## config.mk

```make
export PLATFORM = sky130hd
export DESIGN_NAME = led_frame_sequencer_flat
export DESIGN_NICKNAME = d
export VERILOG_FILES = /design/src/rtl/charmatrix_pkg.sv /design/src/rtl/led_frame_sequencer_if.sv /design/src/rtl/glyph_pos_counter.sv /design/src/rtl/led_frame_sequencer.sv /design/src/flat_wrapper.sv
export SDC_FILE = /design/constraint.sdc
export NUM_CORES = 1
export LEC_CHECK = 0
export ABC_CLOCK_PERIOD_IN_PS = 4400
export CAP_MARGIN = 20
export CORE_ASPECT_RATIO = 0.9
export CORE_UTILIZATION = 51
export CTS_CLUSTER_SIZE = 8
export DETAILED_ROUTE_END_ITERATION = 12
export PLACE_DENSITY = 0.77
export SETUP_SLACK_MARGIN = 0.15
export SLEW_MARGIN = 25
export SYNTH_ARGS = -nofsm -noshare
export SYNTH_HDL_FRONTEND = slang
export SYNTH_SLANG_ARGS = --single-unit
```

## constraint.sdc

```tcl
create_clock -name clk -period 4.4 [get_ports clk]
set_input_delay 0.88 -clock clk [delete_from_list [all_inputs] [get_ports clk]]
set_output_delay 0.88 -clock clk [all_outputs]
set_load 0.02 [all_outputs]
```

## src/rtl/charmatrix_pkg.sv

```systemverilog
// Shared constants, FSM state type and position helper for the 5x7
// character-matrix LED frame sequencer.
package charmatrix_pkg;

   localparam int GLYPH_ROWS    = 7;
   localparam int GLYPH_COLS    = 5;
   localparam int LEDS_PER_CHAR = GLYPH_ROWS * GLYPH_COLS;

   typedef enum logic [1:0] {
      ST_IDLE   = 2'd0,
      ST_LOAD   = 2'd1,
      ST_STREAM = 2'd2,
      ST_LATCH  = 2'd3
   } seq_state_e;

   // True when a 3-bit wrap counter sits on its final value for a span of 'count'.
   function automatic logic is_last_pos(input logic [2:0] pos, input int count);
      return (pos == 3'(count - 1));
   endfunction

endpackage

```

## src/rtl/led_frame_sequencer_if.sv

```systemverilog
// Pixel-address handshake between the frame sequencer (master) and the
// LED serializer (slave).
interface led_frame_sequencer_if;

   logic       pix_valid;
   logic       pix_ready;
   logic [8:0] led_idx;
   logic [2:0] char_idx;
   logic [2:0] col;
   logic [2:0] row;
   logic       last_char;

   modport master (
      output pix_valid,
      output led_idx,
      output char_idx,
      output col,
      output row,
      output last_char,
      input  pix_ready
   );

   modport slave (
      input  pix_valid,
      input  led_idx,
      input  char_idx,
      input  col,
      input  row,
      input  last_char,
      output pix_ready
   );

endinterface

```

## src/rtl/glyph_pos_counter.sv

```systemverilog
// Cascaded row -> column -> character wrap counters plus the linear LED index;
// replaces any divide/modulo of the LED index by the glyph geometry.
module glyph_pos_counter
   import charmatrix_pkg::*;
(
   input  logic       clk,
   input  logic       rst,
   input  logic       clr,
   input  logic       adv,
   input  logic [2:0] chars_m1_next,
   output logic [8:0] led_idx,
   output logic [2:0] char_idx,
   output logic [2:0] col,
   output logic [2:0] row,
   output logic       last_char
);

   logic [8:0] led_idx_r,  led_idx_next_s;
   logic [2:0] char_idx_r, char_idx_next_s;
   logic [2:0] col_r,      col_next_s;
   logic [2:0] row_r,      row_next_s;
   logic       last_char_r, last_char_next_s;

   // Next position: clear wins over advance; rows wrap into columns, columns into characters.
   always_comb begin
      led_idx_next_s  = led_idx_r;
      char_idx_next_s = char_idx_r;
      col_next_s      = col_r;
      row_next_s      = row_r;
      if (clr) begin
         led_idx_next_s  = 9'd0;
         char_idx_next_s = 3'd0;
         col_next_s      = 3'd0;
         row_next_s      = 3'd0;
      end else if (adv) begin
         led_idx_next_s = led_idx_r + 9'd1;
         if (is_last_pos(row_r, GLYPH_ROWS)) begin
            row_next_s = 3'd0;
            if (is_last_pos(col_r, GLYPH_COLS)) begin
               col_next_s      = 3'd0;
               char_idx_next_s = char_idx_r + 3'd1;
            end else begin
               col_next_s = col_r + 3'd1;
            end
         end else begin
            row_next_s = row_r + 3'd1;
         end
      end else begin
         led_idx_next_s = led_idx_r;
      end
      // Registered against the config value that will be latched on the same edge.
      last_char_next_s = (char_idx_next_s == chars_m1_next);
   end

   // Position registers; last_char resets high because char 0 matches a cleared config.
   always_ff @(posedge clk) begin
      if (rst) begin
         led_idx_r   <= 9'd0;
         char_idx_r  <= 3'd0;
         col_r       <= 3'd0;
         row_r       <= 3'd0;
         last_char_r <= 1'b1;
      end else begin
         led_idx_r   <= led_idx_next_s;
         char_idx_r  <= char_idx_next_s;
         col_r       <= col_next_s;
         row_r       <= row_next_s;
         last_char_r <= last_char_next_s;
      end
   end

   assign led_idx   = led_idx_r;
   assign char_idx  = char_idx_r;
   assign col       = col_r;
   assign row       = row_r;
   assign last_char = last_char_r;

endmodule

```

## src/rtl/led_frame_sequencer.sv

```systemverilog
// Frame sequencer for a character-matrix LED string: walks pixel addresses
// through the serializer handshake, then holds the latch gap before repeating.
module led_frame_sequencer
   import charmatrix_pkg::*;
#(
   parameter int LATCH_CYCLES = 4000
)
(
   input  logic                  clk,
   input  logic                  rst,
   input  logic                  start,
   input  logic                  auto_repeat,
   input  logic [2:0]            num_chars_m1,
   input  logic [8:0]            num_leds_m1,
   led_frame_sequencer_if.master pix,
   output logic                  latch_active,
   output logic                  busy,
   output logic                  frame_done
);

   localparam int LATCH_W = (LATCH_CYCLES > 1) ? $clog2(LATCH_CYCLES) : 1;
   localparam logic [LATCH_W-1:0] LATCH_LAST = LATCH_W'(LATCH_CYCLES - 1);

   seq_state_e         state_r, state_next_s;
   logic [LATCH_W-1:0] latch_cnt_r, latch_cnt_next_s;
   logic [2:0]         num_chars_r, num_chars_next_s;
   logic [8:0]         num_leds_r, num_leds_next_s;
   logic               clr_s;
   logic               adv_s;
   logic               pix_valid_r;
   logic               busy_r;
   logic               latch_active_r;
   logic               frame_done_r;

   // Next-state, config capture and counter control.
   always_comb begin
      state_next_s     = state_r;
      latch_cnt_next_s = latch_cnt_r;
      num_chars_next_s = num_chars_r;
      num_leds_next_s  = num_leds_r;
      clr_s            = 1'b0;
      adv_s            = 1'b0;
      case (state_r)
         ST_IDLE: begin
            if (start) begin
               state_next_s = ST_LOAD;
            end else begin
               state_next_s = ST_IDLE;
            end
         end
         ST_LOAD: begin
            num_chars_next_s = num_chars_m1;
            num_leds_next_s  = num_leds_m1;
            latch_cnt_next_s = {LATCH_W{1'b0}};
            clr_s            = 1'b1;
            state_next_s     = ST_STREAM;
         end
         ST_STREAM: begin
            if (pix.pix_ready) begin
               adv_s = 1'b1;
               if (pix.led_idx == num_leds_r) begin
                  state_next_s     = ST_LATCH;
                  latch_cnt_next_s = {LATCH_W{1'b0}};
               end else begin
                  state_next_s = ST_STREAM;
               end
            end else begin
               state_next_s = ST_STREAM;
            end
         end
         ST_LATCH: begin
            if (latch_cnt_r == LATCH_LAST) begin
               if (auto_repeat) begin
                  state_next_s = ST_LOAD;
               end else begin
                  state_next_s = ST_IDLE;
               end
            end else begin
               latch_cnt_next_s = latch_cnt_r + {{(LATCH_W-1){1'b0}}, 1'b1};
            end
         end
         default: begin
            state_next_s = ST_IDLE;
         end
      endcase
   end

   // State, config and status registers; status flags are decoded from the next state.
   always_ff @(posedge clk) begin
      if (rst) begin
         state_r        <= ST_IDLE;
         latch_cnt_r    <= {LATCH_W{1'b0}};
         num_chars_r    <= 3'd0;
         num_leds_r     <= 9'd0;
         pix_valid_r    <= 1'b0;
         busy_r         <= 1'b0;
         latch_active_r <= 1'b0;
         frame_done_r   <= 1'b0;
      end else begin
         state_r        <= state_next_s;
         latch_cnt_r    <= latch_cnt_next_s;
         num_chars_r    <= num_chars_next_s;
         num_leds_r     <= num_leds_next_s;
         pix_valid_r    <= (state_next_s == ST_STREAM);
         busy_r         <= (state_next_s != ST_IDLE);
         latch_active_r <= (state_next_s == ST_LATCH);
         frame_done_r   <= (state_next_s == ST_LATCH) && (latch_cnt_next_s == LATCH_LAST);
      end
   end

   glyph_pos_counter u_pos (
      .clk           (clk),
      .rst           (rst),
      .clr           (clr_s),
      .adv           (adv_s),
      .chars_m1_next (num_chars_next_s),
      .led_idx       (pix.led_idx),
      .char_idx      (pix.char_idx),
      .col           (pix.col),
      .row           (pix.row),
      .last_char     (pix.last_char)
   );

   assign pix.pix_valid = pix_valid_r;
   assign latch_active  = latch_active_r;
   assign busy          = busy_r;
   assign frame_done    = frame_done_r;

endmodule

```

## src/flat_wrapper.sv

```systemverilog
// flat-port wrapper written by rule: the top's interface ports become plain ports
module led_frame_sequencer_flat import charmatrix_pkg::*;
#(
   parameter int LATCH_CYCLES = 4000
)
  (clk, rst, start, auto_repeat, num_chars_m1, num_leds_m1, latch_active, busy, frame_done, pix_pix_valid, pix_led_idx, pix_char_idx, pix_col, pix_row, pix_last_char, pix_pix_ready);
  led_frame_sequencer_if pix_i ();
  input  logic clk;
  input  logic rst;
  input  logic start;
  input  logic auto_repeat;
  input  logic [2:0] num_chars_m1;
  input  logic [8:0] num_leds_m1;
  output logic latch_active;
  output logic busy;
  output logic frame_done;
  output wire logic [$bits(pix_i.pix_valid)-1:0] pix_pix_valid;
  output wire logic [$bits(pix_i.led_idx)-1:0] pix_led_idx;
  output wire logic [$bits(pix_i.char_idx)-1:0] pix_char_idx;
  output wire logic [$bits(pix_i.col)-1:0] pix_col;
  output wire logic [$bits(pix_i.row)-1:0] pix_row;
  output wire logic [$bits(pix_i.last_char)-1:0] pix_last_char;
  input wire logic [$bits(pix_i.pix_ready)-1:0] pix_pix_ready;
  assign pix_pix_valid = pix_i.pix_valid;
  assign pix_led_idx = pix_i.led_idx;
  assign pix_char_idx = pix_i.char_idx;
  assign pix_col = pix_i.col;
  assign pix_row = pix_i.row;
  assign pix_last_char = pix_i.last_char;
  assign pix_i.pix_ready = pix_pix_ready;
  led_frame_sequencer #(.LATCH_CYCLES(LATCH_CYCLES)) u_core (.clk(clk), .rst(rst), .start(start), .auto_repeat(auto_repeat), .num_chars_m1(num_chars_m1), .num_leds_m1(num_leds_m1), .pix(pix_i), .latch_active(latch_active), .busy(busy), .frame_done(frame_done));
endmodule
```

==> results of run 1 <==
[layout by cell type (no fill, tap or decap), types with 2 or more instances in the layout]
| cell type | netlist | layout |
|---|---|---|
| nand4b_1 | 3 | 3 |
| clkdlybuf4s50_1 | 0 | 39 |
| nor2_1 | 29 | 29 |
| o21ai_0 | 7 | 7 |
| xnor2_2 | 2 | 2 |
| xnor2_1 | 15 | 15 |
| mux2i_1 | 4 | 4 |
| a31oi_1 | 2 | 2 |
| nand4_1 | 9 | 9 |
| xor2_1 | 9 | 9 |
| o211ai_1 | 2 | 2 |
| nand2_1 | 40 | 40 |
| nand2b_1 | 3 | 3 |
| nor2b_1 | 5 | 5 |
| a211oi_1 | 5 | 5 |
| a21oi_1 | 31 | 31 |
| nor3_1 | 5 | 5 |
| ha_1 | 5 | 5 |
| o21ai_1 | 2 | 2 |
| and4_1 | 3 | 3 |
| dfxtp_1 | 49 | 49 |
| o31a_1 | 2 | 2 |
| and2_1 | 2 | 2 |
| inv_1 | 7 | 7 |
| nor4_1 | 6 | 6 |
| nand3b_1 | 3 | 3 |
| nand3_1 | 4 | 4 |
| clkbuf_8 | 0 | 6 |
| and3_1 | 5 | 5 |
[stage by stage]
| stage | utilization, % | cells | hold slack (ns) | power [uW] | worst slack (ns) |
|---|---|---|---|---|---|
| after floorplan | - | 295 | 0.448 | 541 | 2.21 |
| after global placement | 62.7 | 380 | 0.455 | 578 | 1.46 |
| after detailed placement | 62.7 | 380 | 0.461 | 579 | 1.41 |
| after CTS | 64.6 | 387 | 0.472 | 837 | 1.71 |
| after global routing | 64.6 | 387 | 0.485 | 869 | 1.60 |
| final | 64.6 | 387 | 0.469 | 828 | 1.71 |
[tightest hold or removal path, cell delays in order, from the launching register on]
cell,delay [ns]
dfxtp_1,0.32
nand2_1,0.05
a21oi_1,0.05
[area by class of cell]
type / instances / area share [%]
repair buffers: 40 / 13.5
well taps: 62 / 2.64
clock buffers: 7 / 2.94
flip-flops and latches: 49 / 33.4
inverters: 7 / 0.894
multi-input cells: 222 / 46.6
[power by group through the flow]
stage                     combinational [uW]  clock (uW)  sequential, uW
final                                   98.9         259             470
after global routing                     109         288             472
after CTS                               99.7         268             470
after detailed placement                99.3           0             480
after global placement                  97.8           0             480
after floorplan                         58.1           0             483
[worst max-delay path by stage]
stage	from	end	slack (ns)	depth (start not counted)
final	pix_pix_ready	u_core.frame_done	1.71	6
after global routing	pix_pix_ready	u_core.frame_done	1.60	6
after CTS	pix_pix_ready	u_core.frame_done	1.71	6
after detailed placement	pix_pix_ready	u_core.frame_done	1.41	6
after global placement	pix_pix_ready	u_core.frame_done	1.46	6
after floorplan	pix_pix_ready	u_core.frame_done	2.21	5
[sequential cells by signal, indices dropped and copies added, names as in the netlist]
register                cells
u_core.pix.pix_valid        1
u_core.u_pos.char_idx       3
u_core.state_r              2
u_core.u_pos.last_char      1
u_core.latch_cnt_r         12
u_core.frame_done           1
u_core.u_pos.col            3
u_core.u_pos.led_idx        9
u_core.u_pos.row            3
u_core.busy                 1
u_core.num_chars_r          3
u_core.latch_active         1
u_core.num_leds_r           9
[cells by family (layout without fill, tap and decap cells)]
kind of cell / count (synthesis) / in the layout / synth area share, %
flops: 49 / 49 / 39.9
mux: 4 / 4 / 1.63
fa+ha+maj: 5 / 5 / 2.55
buf+inv: 24 / 54 / 4.28
simple gates: 124 / 124 / 25.8
xor+xnor: 26 / 26 / 9.88
compound gates: 63 / 63 / 15.9
[layer usage]
metal  vias to the layer above  track usage [%]  part of all wire, %
met3                         7             4.71                  3.8
met4                         0             6.02                  1.1
met1                       979             28.5                   48
met2                        54             36.8                   47
met5                         -                0                    0
li1                       1092                -                    -
==> results.ini, run 1 <==
[critical_path]
worst_path_dominant_cell_family=compound AO/OA/AOI/OAI gates
worstRegToRegCells=7
r2r_end=u_core.frame_done
endpoint_kind=flop
crit_type=input port to flop
max_stage_delay_ns=0.52
r2r_slack_ns=1.97
cp_num_buf_inv=1
reg2reg_from=u_core.latch_cnt_r[0]
startpoint_type=input port
slowest_stage=o31a_1
worst_ep_required_time_ns=4.61
cp_max_fo=15
cp.arrival_ns=2.90
path_cells=clkdlybuf4s50_1 > nand3_1 > o31a_1 > a221o_1 > nor4_1 > nor4b_2

[power]
p_comb_share_pct=11.9
ir_worst_vdd_uv=178
swShare_pct=24.5
p_leak_uw=0.000972
intPower_uw=625
power_density_nw_per_um2=282
seqPwrFrac_pct=56.7
p_sw_uw=202
clockPowerShare_pct=31.3

[cts]
hold_buffers=0
clk_path_buf_depth=2
htreeDepth=2
numCtsBuffers=5
clk_latency_ns=0.29
postCtsSetupRepairBufs=0
cts.clk_slew.worst_paths_ns=0.08
cts_resized=0
cts.sinks=49
cts_tree=done
cts_root_buf=clkbuf_8

[worst_hold_path]
min_to=u_core.num_chars_r[2]
whs_path_depth=2
hold_class=flop to flop
hold_start=u_core.num_chars_r[2]

[timing]
skew_ns=0.00680
finalSetupViolations=0
relSlewSlack_pct=44.8
worst_pin_slew_ns=0.825
timing.final.hold_violations=0
max_freq_mhz=371
grt_setup_unrepaired=no
period_needed_ns=2.69
tns_ns=0
maxSlewViolCount=0
post-route-period-util_pct=61.2

[cells_and_area]
antenna_cells=0
seqCellArea_um2=981
drive_gt1_share_pct=4.62
multi_input_area_um2=1370
stdcell_area_um2=2940
fin_nets=347
syn_to_final_growth_pct=19.7
fill_cells=434

[run]
cap_violations=0

[route]
first_iter_violations=140
vias_per_cell=5.51
drc=0
wl_per_cell_um=13.4
num_vias=2132
dr.pass1.iters=4
wl_um=5180
ant_nets=0

[logic_synthesis]
ys_warn_count=0
syn_nets=317
ys_top_cells_by_count=dfxtp_1 (49), nand2_1 (40), a21oi_1 (31)
synth_flop_cell=dfxtp_1
synth_edf_count=0
syn_inst=295
synth_top_area_share_pct=39.9
yosysSeqAreaShare_pct=39.9
syn_avg_cell_area_um2=8.33
synthDistinctLibCells=50
synthesis.area_um2=2460
synth_area_leaders=dfxtp_1 (40%), a21oi_1 (6.3%), nand2_1 (6.1%), xnor2_1 (5.3%), nor2_1 (4.4%)
yosys.cell_count.top_type=dfxtp_1
synth_seq_cells=49
ys_async_sr_fraction_pct=0
yosysTopAreaCell=dfxtp_1

[global_routing]
grt_util_all_layers_pct=21.9
grt_overflow=0
grt_pass1_vias=1906
grt_pass1_wl_um=8460
antenna_found_initial=0
grt_max_degree=30

[die]
rows=23
die-area_um2=5100
core_um2=4550
initial_core_util_pct=54.0
die_w_um=75.2
ios=40
die_y_um=67.8

[placement]
port_buffers=39
dpl_cell_area_um2=2850
dp_hpwl_um=3740
gp_congestion=0.849

[outcome]
outcome=completed

Power figures use the tool's default switching activity.
==> run 2: changes to the inputs <==
ABC_CLOCK_PERIOD_IN_PS = 2600   (was 4400)
clock period = 2.6 ns   (was 4.4 ns; I/O delays follow)
==> run 2 against run 1 <==
  * Global-route usage increased by 1.9 points
  * Total power increased by 94%
  * Combinational power is 86% higher
  * Non-clock buffer count grew 9
  * Worst setup slack worse by 1.4 ns
  * Sequential power increased by 69%
  * Cell count up 2.6%
  * Sequential share of layout area fell by 1.3 points
  * Critical endpoint unchanged
  * Largest cell class unchanged
==> results.ini, run 2 (synthesis gave the netlist of run 1 again) <==
[power]
p_leak_uw=0.00104  ; +7.0%
ir_worst_vdd_uv=324  ; +82%
power_density_nw_per_um2=527  ; +87%

[global_routing]
grt_overflow=0  ; unchanged
grt_use_met3_pct=4.86  ; +0.15 points
antenna_found_initial=0  ; unchanged
grt_pass1_wl_um=9110  ; +7.7%
grt_pass1_vias=1936  ; +1.6%
grt_util_all_layers_pct=23.7  ; +1.9 points
grt_util_met2_pct=34.3  ; -2.5 points
grt_max_degree=20  ; -33%
grt.busiest_layer=met1
met1_usage_pct=34.6  ; +6.1 points

[route]
wl_per_cell_um=13.6  ; +1.9%
ant_nets=0  ; unchanged
wl_um=5410  ; +4.5%
num_vias=2187  ; +2.6%
first_iter_violations=158  ; +13%
drc=0  ; unchanged
vias_per_cell=5.51  ; about the same
dr.pass1.iters=5  ; +1

[timing]
timing.final.hold_violations=0  ; unchanged
finalSetupViolations=0  ; unchanged
worst_pin_slew_ns=0.814  ; -0.0110 ns
max_freq_mhz=445
period_needed_ns=2.25
maxSlewViolCount=0  ; unchanged
holdWs_ns=0.470  ; +0.00183 ns
grt_setup_unrepaired=no
tns_ns=0  ; unchanged
skew_ns=0.00719  ; +0.000382 ns
relSlewSlack_pct=45.5  ; +0.73 points
post-route-period-util_pct=86.5

[cells_and_area]
largest_reg_flops=12  ; unchanged
syn_to_final_growth_pct=24.4
final_common_cell=dfxtp_1
top_register=u_core.latch_cnt_r
antenna_cells=0  ; unchanged
drive_gt1_share_pct=7.76  ; +3.1 points
mostFrequentLayoutCells=dfxtp_1 (49), nand2_1 (40), clkdlybuf4s50_1 (39)
fin_nets=356  ; +2.6%

[worst_hold_path]
hold_start=u_core.num_leds_r[0]
hold_class=flop to flop

[critical_path]
endpoint_kind=flop
crit_start=u_core.latch_cnt_r[1]
cp.arrival_ns=2.47  ; -0.43 ns
startpoint_type=flop
cp_max_fo=11  ; -4
crit_type=flop to flop
worst_ep_required_time_ns=2.82  ; -1.79 ns
reg2reg_from=u_core.latch_cnt_r[1]

[cts]
cts_tree=done
numCtsBuffers=5  ; unchanged
htreeDepth=2  ; unchanged
cts_root_buf=clkbuf_8
clk_latency_ns=0.30  ; about the same
cts_resized=0  ; unchanged
clk_path_buf_depth=2  ; unchanged
cts.clk_slew.worst_paths_ns=0.09  ; about the same
cts.sinks=49  ; unchanged
postCtsSetupRepairBufs=0  ; unchanged
hold_buffers=0  ; unchanged

[placement]
dp_hpwl_um=3840  ; +2.5%
gp_congestion=0.903  ; +6.3%
port_buffers=39  ; unchanged

[outcome]
outcome=completed

[die]
die_y_um=67.8  ; unchanged
core_um2=4550  ; unchanged
ios=40  ; unchanged
initial_core_util_pct=54.0  ; unchanged
die-area_um2=5100  ; unchanged
die_w_um=75.2  ; unchanged
rows=23  ; unchanged

[run]
cap_violations=0  ; unchanged

## run 2: cell count changes in the layout (fill, tap and decap cells not counted)
cell / before / now
buf_4: 1 / 10
bufinv_16: 0 / 2
clkbuf_1: 1 / 0
clkbuf_8: 6 / 5
clkinv_2: 0 / 1
## run 2: path summary, 6_finish.rpt
check / end / slack, ns / cells after the start
worst max-delay path: u_core.frame_done / 0.35 / 7
worst min-delay path: u_core.num_leds_r[0] / 0.47 / 2
worst max register to register: u_core.frame_done / 0.35 / 7
worst min register to register: u_core.num_leds_r[0] / 0.47 / 2
## run 2: layout make-up
type	count	area, um2
fill	404	1490
timing repair buffer	49	465
multi-input combinational	222	1370
inverter	7	26.3
sequential	49	981
clock buffer	5	68.8
clock inverter	3	65.1
tap	62	77.6
## run 2: critical path, cell delays in order, from the launching register on
cell and delay (ns):
dfxtp_1 0.38, ha_1 0.27, and4_1 0.47, and3_1 0.27, nor4_1 0.07, a221o_1 0.27, nor4_1 0.23, nor4b_2 0.22
## run 2: through the flow
stage | util, % | area [um2] | worst slack [ns] | std cells | total power [uW]
6_report | 67.2 | 3050 | 0.351 | 397 | 1610
5_1_grt | 67.2 | 3050 | 0.196 | 397 | 1680
4_1_cts | 67.2 | 3050 | 0.383 | 397 | 1620
3_5_place_dp | 64.2 | 2920 | 0.161 | 389 | 994
3_3_place_gp | 64.2 | 2920 | 0.221 | 389 | 991
2_1_floorplan | - | 2460 | 0.584 | 295 | 915
## run 2: per-layer routing
layer  wire (um)  share of wire (%)
met1        2590                 48
met2        2420                 45
met3         321                5.9
met4          76                1.4
met5           0                  0
## run 2: report_power, final
part	switching (uW)	internal, uW	total (uW)
registers	19.3	774	793
logic	101	83.6	184
clock network	250	382	632
total	370	1240	1610
==> run 3: changes to the inputs <==
CTS_BUF_LIST = sky130_fd_sc_hd__clkbuf_4 sky130_fd_sc_hd__clkbuf_8 sky130_fd_sc_hd__clkbuf_16   (was not set)
==> results of run 3 <==
Same layout as run 2: the final DEF is identical, and so are final timing and power.
